[config.mk]
export PLATFORM = sky130hd
export DESIGN_NAME = decode_queue
export DESIGN_NICKNAME = d
export VERILOG_FILES = /design/src/rtl/decode_queue.sv
export SDC_FILE = /design/constraint.sdc
export NUM_CORES = 1
export LEC_CHECK = 0
export ABC_AREA = 1
export CAP_MARGIN = 5
export CORE_MARGIN = 4
export CORE_UTILIZATION = 40
export DETAILED_ROUTE_END_ITERATION = 7
export GPL_TIMING_DRIVEN = 0
export PLACE_DENSITY_LB_ADDON = 0.25
export REMOVE_ABC_BUFFERS = 1
export SYNTH_ARGS = -nofsm -noshare
export SYNTH_HDL_FRONTEND = slang
export SYNTH_SLANG_ARGS = --single-unit
[constraint.sdc]
create_clock -name clk -period 9.7 [get_ports clk]
set_input_delay 1.94 -clock clk [delete_from_list [all_inputs] [get_ports clk]]
set_output_delay 1.94 -clock clk [all_outputs]
set_load 0.02 [all_outputs]
[src/rtl/decode_queue.sv]
// RV32I decoder feeding a DEPTH-entry micro-op FIFO with valid/ready on both sides.
// Optional DECODE_ILLEGAL_EN adds an out_illegal flag; op codes: NOP 0, LUI 1, AUIPC 2,
// JAL 3, JALR 4, BRANCH 8+f3, LOAD 16+f3, STORE 24+f3, OP-IMM 32+{f7b5&sr,f3}, OP 48+{f7b5,f3}.
module decode_queue #(
  parameter int DEPTH = 4,
  parameter int OP_W  = 6
) (
  input  logic            clk,
  input  logic            rst,
  input  logic            rdy,
  input  logic            flush,
  input  logic            in_valid,
  output logic            in_ready,
  input  logic [31:0]     in_pc,
  input  logic [31:0]     in_inst,
  output logic            out_valid,
  input  logic            out_ready,
  output logic [31:0]     out_pc,
  output logic [OP_W-1:0] out_op,
  output logic [31:0]     out_imm,
  output logic            out_en_rx,
  output logic            out_en_ry,
  output logic            out_en_w,
  output logic [4:0]      out_rs1,
  output logic [4:0]      out_rs2,
  output logic [4:0]      out_rd
`ifdef DECODE_ILLEGAL_EN
  ,
  output logic            out_illegal
`endif
);
  localparam int PW = (DEPTH > 1) ? $clog2(DEPTH) : 1;
  localparam int CW = $clog2(DEPTH + 1);

  typedef struct packed {
    logic [31:0]     pc;
    logic [OP_W-1:0] op;
    logic [31:0]     imm;
    logic            en_rx;
    logic            en_ry;
    logic            en_w;
    logic [4:0]      rs1;
    logic [4:0]      rs2;
    logic [4:0]      rd;
`ifdef DECODE_ILLEGAL_EN
    logic            illegal;
`endif
  } uop_t;

  uop_t          dec, hd;
  uop_t          mem_q [DEPTH];
  logic [PW-1:0] head_q, head_d, tail_q, tail_d;
  logic [CW-1:0] count_q, count_d;
  logic          push, pop;
  logic [2:0]    f3;
  logic          f7b;

  assign f3  = in_inst[14:12];
  assign f7b = in_inst[30];

  always_comb begin
    dec    = '0;
    dec.pc = in_pc;
    case (in_inst[6:0])
      7'b0110111: begin dec.op = OP_W'(6'd1); dec.en_w = 1'b1; dec.imm = {in_inst[31:12], 12'b0}; end
      7'b0010111: begin dec.op = OP_W'(6'd2); dec.en_w = 1'b1; dec.imm = {in_inst[31:12], 12'b0}; end
      7'b1101111: begin
        dec.op   = OP_W'(6'd3);
        dec.en_w = 1'b1;
        dec.imm  = {{12{in_inst[31]}}, in_inst[19:12], in_inst[20], in_inst[30:21], 1'b0};
      end
      7'b1100111: begin
        dec.op = OP_W'(6'd4); dec.en_rx = 1'b1; dec.en_w = 1'b1;
        dec.imm = {{20{in_inst[31]}}, in_inst[31:20]};
      end
      7'b1100011: begin
        dec.op = OP_W'({3'b001, f3}); dec.en_rx = 1'b1; dec.en_ry = 1'b1;
        dec.imm = {{20{in_inst[31]}}, in_inst[7], in_inst[30:25], in_inst[11:8], 1'b0};
      end
      7'b0000011: begin
        dec.op = OP_W'({3'b010, f3}); dec.en_rx = 1'b1; dec.en_w = 1'b1;
        dec.imm = {{20{in_inst[31]}}, in_inst[31:20]};
      end
      7'b0100011: begin
        dec.op = OP_W'({3'b011, f3}); dec.en_rx = 1'b1; dec.en_ry = 1'b1;
        dec.imm = {{20{in_inst[31]}}, in_inst[31:25], in_inst[11:7]};
      end
      // f7 bit 5 only distinguishes SRAI from SRLI among immediate ops
      7'b0010011: begin
        dec.op = OP_W'({2'b10, (f3 == 3'b101) & f7b, f3}); dec.en_rx = 1'b1; dec.en_w = 1'b1;
        dec.imm = {{20{in_inst[31]}}, in_inst[31:20]};
      end
      7'b0110011: begin
        dec.op = OP_W'({2'b11, f7b, f3}); dec.en_rx = 1'b1; dec.en_ry = 1'b1; dec.en_w = 1'b1;
      end
      default: begin
`ifdef DECODE_ILLEGAL_EN
        dec.illegal = 1'b1;
`endif
      end
    endcase
    dec.rs1 = dec.en_rx ? in_inst[19:15] : 5'd0;
    dec.rs2 = dec.en_ry ? in_inst[24:20] : 5'd0;
    dec.rd  = dec.en_w  ? in_inst[11:7]  : 5'd0;
  end

  assign in_ready  = !rst && (count_q < CW'(DEPTH));
  assign out_valid = (count_q != '0);
  assign push      = rdy & in_valid & in_ready & ~flush;
  assign pop       = rdy & out_valid & out_ready & ~flush;

  always_comb begin
    head_d  = head_q;
    tail_d  = tail_q;
    count_d = count_q;
    if (rdy && flush) begin
      head_d  = '0;
      tail_d  = '0;
      count_d = '0;
    end else begin
      if (push) tail_d = (tail_q == PW'(DEPTH - 1)) ? '0 : tail_q + PW'(1);
      if (pop)  head_d = (head_q == PW'(DEPTH - 1)) ? '0 : head_q + PW'(1);
      if (push && !pop)      count_d = count_q + CW'(1);
      else if (pop && !push) count_d = count_q - CW'(1);
    end
  end

  always_ff @(posedge clk) begin
    if (rst) begin
      head_q  <= '0;
      tail_q  <= '0;
      count_q <= '0;
    end else begin
      head_q  <= head_d;
      tail_q  <= tail_d;
      count_q <= count_d;
    end
  end

  always_ff @(posedge clk) begin
    if (push) mem_q[tail_q] <= dec;
  end

  // Empty queue shows all-zero fields so consumers never see stale entries
  always_comb begin
    hd = '0;
    if (out_valid) hd = mem_q[head_q];
  end

  assign out_pc    = hd.pc;
  assign out_op    = hd.op;
  assign out_imm   = hd.imm;
  assign out_en_rx = hd.en_rx;
  assign out_en_ry = hd.en_ry;
  assign out_en_w  = hd.en_w;
  assign out_rs1   = hd.rs1;
  assign out_rs2   = hd.rs2;
  assign out_rd    = hd.rd;
`ifdef DECODE_ILLEGAL_EN
  assign out_illegal = hd.illegal;
`endif
endmodule
== After elaboration in Yosys (flattened, before gate mapping) ==
Memories as Yosys holds them, arrays and structs flattened. A register that Yosys moved wholly into a read port is not among the register bits.
Index checks and enable logic that the tools add are counted.

* Reductions and logical operators: 15
* Add/sub/neg operators: 4
* Multiplexer cells: 17
* Bitwise gates (word level): 8
* Eq/ne operators: 12
* Order comparisons: 1

{| class="wikitable"
|+ Operator list
! kind !! count
|-
| $pmux 32 s5 || 1
|-
| $mux 88 || 1
|-
| $pmux 6 s9 || 1
|-
| $eq 7x6->1 const B || 3
|-
| $eq 7x7->1 const B || 3
|-
| $mux 5 || 3
|-
| $eq 7x5->1 const B || 2
|-
| $mux 2 || 4
|-
| $and 1x1->1 || 7
|-
| $eq 7x2->1 const B || 1
|-
| $reduce_or 7->1 || 1
|-
| $mux 3 || 2
|-
| $reduce_or 3->1 || 2
|-
| $reduce_or 6->1 || 1
|-
| $mux 1 || 5
|-
| $add 2x1->2 const B || 2
|-
| $eq 2x2->1 const B || 2
|-
| $logic_and 1x1->1 || 4
|-
| $reduce_or 2->1 || 2
|-
| $add 3x1->3 const B || 1
|-
| $eq 3x3->1 const B || 1
|-
| $logic_not 1->1 || 3
|-
| $lt 3x3->1 const B || 1
|-
| $reduce_bool 3->1 || 1
|-
| other kinds (3) || 3
|}

* Bits of input ports: 70
* Memories: 1
* Word-level logic and storage cells: 61
* Output and inout port bits: 90
* Register bits after elaboration: 7
* Bits in writable memories: 352

{| class="wikitable"
|+ Memories
! memory !! words !! bits a word !! read ports !! clocked after memory_dff !! write ports !! RTL line !! text
|-
| mem_q || 4 || 88 || 1 || 1 || 1 || 51 || <nowiki>uop_t mem_q [DEPTH];</nowiki>
|}

== Logic depth before layout (Yosys ltp) ==
Gate-level depths: netlist (run 1).

* Depth in word-level cells: 8
* Gate-level depth with buffers: 11
* Gate-level depth less buffers: 11

== Worst setup path after synthesis (run 1) ==
No wires, ideal clock.

* Kind: input port to flip-flop
* Start point: in rst
* End point: mem mem_q[0][0] (netlist name), enable pin
* Arrival time: 6.338 ns
* Path buffers: 0
* Setup slack: 2.826 ns
* Stages on the path: 3
* Setup time: 0.536 ns
* Required time: 9.164 ns
* Path through: nor2_1 > nand4_1 > nor2_1

* Longest elaborated chain between the ends: 6

{| class="wikitable"
|+ Ends and longest elaborated chain
! item !! RTL line !! text
|-
| start: declaration || 9 || <nowiki>input logic rst,</nowiki>
|-
| $logic_not 1->1 || 107 || <nowiki>assign in_ready = !rst && (count_q < CW'(DEPTH));</nowiki>
|-
| $logic_and 1x1->1 || 107 ||
|-
| $and 1x1->1 (2 in a row) || 109 || <nowiki>assign push = rdy & in_valid & in_ready & ~flush;</nowiki>
|-
| $mux 1 || 141 || <nowiki>if (push) mem_q[tail_q] <= dec;</nowiki>
|-
| $mux 1 (not written as such) || 141 ||
|-
| end: declaration || 51 ||
|}

No other way between the ends.

==> flow_metrics.env, run 1 <==
export IMPL_cts_tree="built"
export IMPL_stdcell_count=1942
export IMPL_grt_ovfl_total=0
export IMPL_maxSlewViolCount=0
export IMPL_cap_viol_max_count=0
export IMPL_max_stage_delay_ps=680
export IMPL_fin_nets=1520
export IMPL_vdd_drop_max_mv=0.1197
export IMPL_crit_slowest_cell="clkdlybuf4s50_1"
export IMPL_postCtsHoldBufs=0
export IMPL_status="completed"
export IMPL_hold_slack_ps=481.0
export IMPL_path_class="reg2out"
export IMPL_drc_errors=0
export IMPL_viasPerCell=5.070
export IMPL_synth_cell_types=28
export IMPL_hpwl_mm=21.03
export IMPL_power_density_mw_per_mm2=184.1
export IMPL_grt_pass1_vias=9760
export IMPL_fin_crit_sh=0.5536
export IMPL_start_util=0.4064
export IMPL_p_sw_w=0.0007084
export IMPL_gp_congestion=0.7891
export IMPL_synth_cell_area_mm2=0.01488
export IMPL_place_ws_ps=4644
export IMPL_drt_iter0_markers=629
export IMPL_synth_area_leaders="edfxtp_1 (71%), nor2_1 (9.8%), o21ai_0 (6.0%)"
export IMPL_p_seq_frac=0.504
export IMPL_grt_pass1_wl_mm=54.98
export IMPL_grt_max_degree=133
export IMPL_worst_r2r_setup_slack_ps=6960
export IMPL_reg2reg_to="mem_q[3][64]"
export IMPL_start_kind="flop"
export IMPL_clock_path_buffers=3
export IMPL_diodes=0
export IMPL_holdPathStages=2
export IMPL_htreeDepth=2
export IMPL_yosys_area_top_type="edfxtp_1"
export IMPL_cp_required_ps=7760
export IMPL_hold_viol_final=0
export IMPL_worstHoldPathType="reg2reg"
export IMPL_clkPwrFrac=0.432
export IMPL_root_buffer="clkbuf_16"
export IMPL_p_leak_nw=6.398
export IMPL_crit_chain="buf_16 -> inv_6 -> buf_16 -> o21ai_0 -> a21oi_1 -> clkdlybuf4s50_1"
export IMPL_yosysWarningCount=0
export IMPL_portBuffers=159
export IMPL_core_area_mm2=0.03661
export IMPL_cts_buffers=40
export IMPL_cp_arrival_ps=3430
export IMPL_drt_wl_total_mm=35.42
export IMPL_grt_use_total=0.1716
export IMPL_rsz0062_at_grt="false"
export IMPL_cp_end_kind="output port"
export IMPL_crit_top_cell="buf_16"
export IMPL_ant_nets=0
export IMPL_setup_ws_ps=4330
export IMPL_ys_ff_latch=361
export IMPL_netSwitchingFraction=0.2082
export IMPL_min_period_ps=5370
export IMPL_layout_commonest_cell="nor2_1"
export IMPL_cts_resized_gates=0
export IMPL_setup_tns_ps=0
export IMPL_die_area_mm2=0.04035
export IMPL_clock_latency_ps=540
export IMPL_skew_ps=22.19
export IMPL_reg2regPathDepth=5
export IMPL_hp_start="head_q[1]"
export IMPL_p_int_w=0.002694
export IMPL_worst_pin_slew_ps=940.8
export IMPL_layout_drive_gt1_share=0.06784
export IMPL_area_delta_synth_final_pct=24.22
export IMPL_pwr_share_comb=0.063
export IMPL_seq_area_frac_synth=0.7225
export IMPL_setup_viol=0
export IMPL_final_cell_mix="nor2_1 (386), edfxtp_1 (352), o21ai_0 (177)"
export IMPL_syn_avg_cell_area_um2=11.50
export IMPL_ios=160
export IMPL_relSlewSlack=0.3713
export IMPL_fp_row_count=70
export IMPL_dp_cells=1869
export IMPL_wl_per_cell_um=18.24
export IMPL_syn_inst=1294
export IMPL_finish_utilization=0.5049
export IMPL_cp_max_fo=132
export IMPL_die_x_um=200.9
export IMPL_vias=9846
export IMPL_cts_setup_buffers=0
export IMPL_clkTransAtPathRegs_ps=60
export IMPL_dr_pass1_iters=5
export IMPL_synth_top_area_share=0.7104
export IMPL_rr_startpoint="count_q[2]"
export IMPL_die_y_um=200.9
export IMPL_fmax_mhz=186.2
export IMPL_antenna_found_initial=0
export IMPL_cts_sinks=361
## metrics by stage
stage | cell area (um^2) | power [W]
4_1_cts | 18480 | 0.003444
2_1_floorplan | 14520 | 0.001839
3_3_place_gp | 16700 | 0.001965
3_5_place_dp | 17190 | 0.001966
6_report | 18480 | 0.003402
5_1_grt | 18480 | 0.003527
## sequential cells by signal, indices dropped and copies added (netlist names), named ones only
| signal | flops |
|---|---|
| head_q | 2 |
| tail_q | 2 |
| count_q | 3 |
| mem_q | 352 |
## cell families (layout without fill, tap and decap cells)
kind of cell	Yosys count	count (layout)	share of synthesized area
compound gates	280	280	0.09443
flops	361	361	0.7225
fa+ha+maj	7	7	0.006391
buf+inv	133	313	0.03952
xor+xnor	1	1	0.0005887
simple gates	512	512	0.1366
## synth_stat cells (all sizes together)
master / number
buf: 36
nand2: 74
and3: 1
nand4: 3
nand3: 39
nor3: 1
fa: 1
edfxtp: 352
or2: 1
ha: 6
dfxtp: 9
inv: 62
clkbuf: 35
xor2: 1
a21oi: 97
o21ai: 183
nor2: 393
## cell type report
cell class / instances / area [um^2]
Fill cell: 3198 / 18130
Sequential cell: 361 / 10760
Multi-Input combinational cell: 800 / 3571
Timing Repair Buffer: 178 / 2032
Clock buffer: 45 / 1020
Tap cell: 468 / 585.6
Clock inverter: 28 / 274.0
Inverter: 62 / 242.7
## metal layers
layer | GRT usage | share of wire
met5 | 0 | 0
met4 | 0.04130 | 0.018
met3 | 0.02924 | 0.050
met2 | 0.2907 | 0.48
met1 | 0.2327 | 0.45
## critical path: cells and delay by family, from the launching register on
kind | cells | cell delay, ps
flip-flops | 1 | 480
buffers and inverters | 4 | 1650
AO/OA/AOI/OAI | 2 | 490
## worst max path at each step
stage	end	startpoint	cells after the start
after floorplan	out_pc[30]	flop	3
after global placement	out_imm[13]	flop	4
after detailed placement	in_ready	rst	3
after CTS	out_imm[14]	flop	6
after global routing	out_imm[14]	flop	6
final	out_imm[22]	flop	6
## power by group through the flow
stage | clock (W) | sequential (W) | combinational [W]
2_1_floorplan | 0 | 0.00175 | 0.0000877
3_3_place_gp | 0 | 0.00175 | 0.000211
3_5_place_dp | 0 | 0.00175 | 0.000218
4_1_cts | 0.00151 | 0.00172 | 0.000219
5_1_grt | 0.00158 | 0.00172 | 0.000232
6_report | 0.00147 | 0.00172 | 0.000215
(Power assumes the default switching activity.)
==> inputs of run 2 (changes only) <==
- clock period: 9.7 -> 4.75 ns (I/O delays scaled with it)
==> results of run 2 <==
The final DEF is identical to that of run 1. Status: completed.
Main changes from that run: setup slack after placement 4644 ps -> 900.8 ps; setup slack after layout 4330 ps -> 370.2 ps; register-to-register setup slack 6960 ps -> 2010 ps; total power 0.003402 W -> 0.006947 W; worst IR drop on VDD 0.1197 mV -> 0.2444 mV
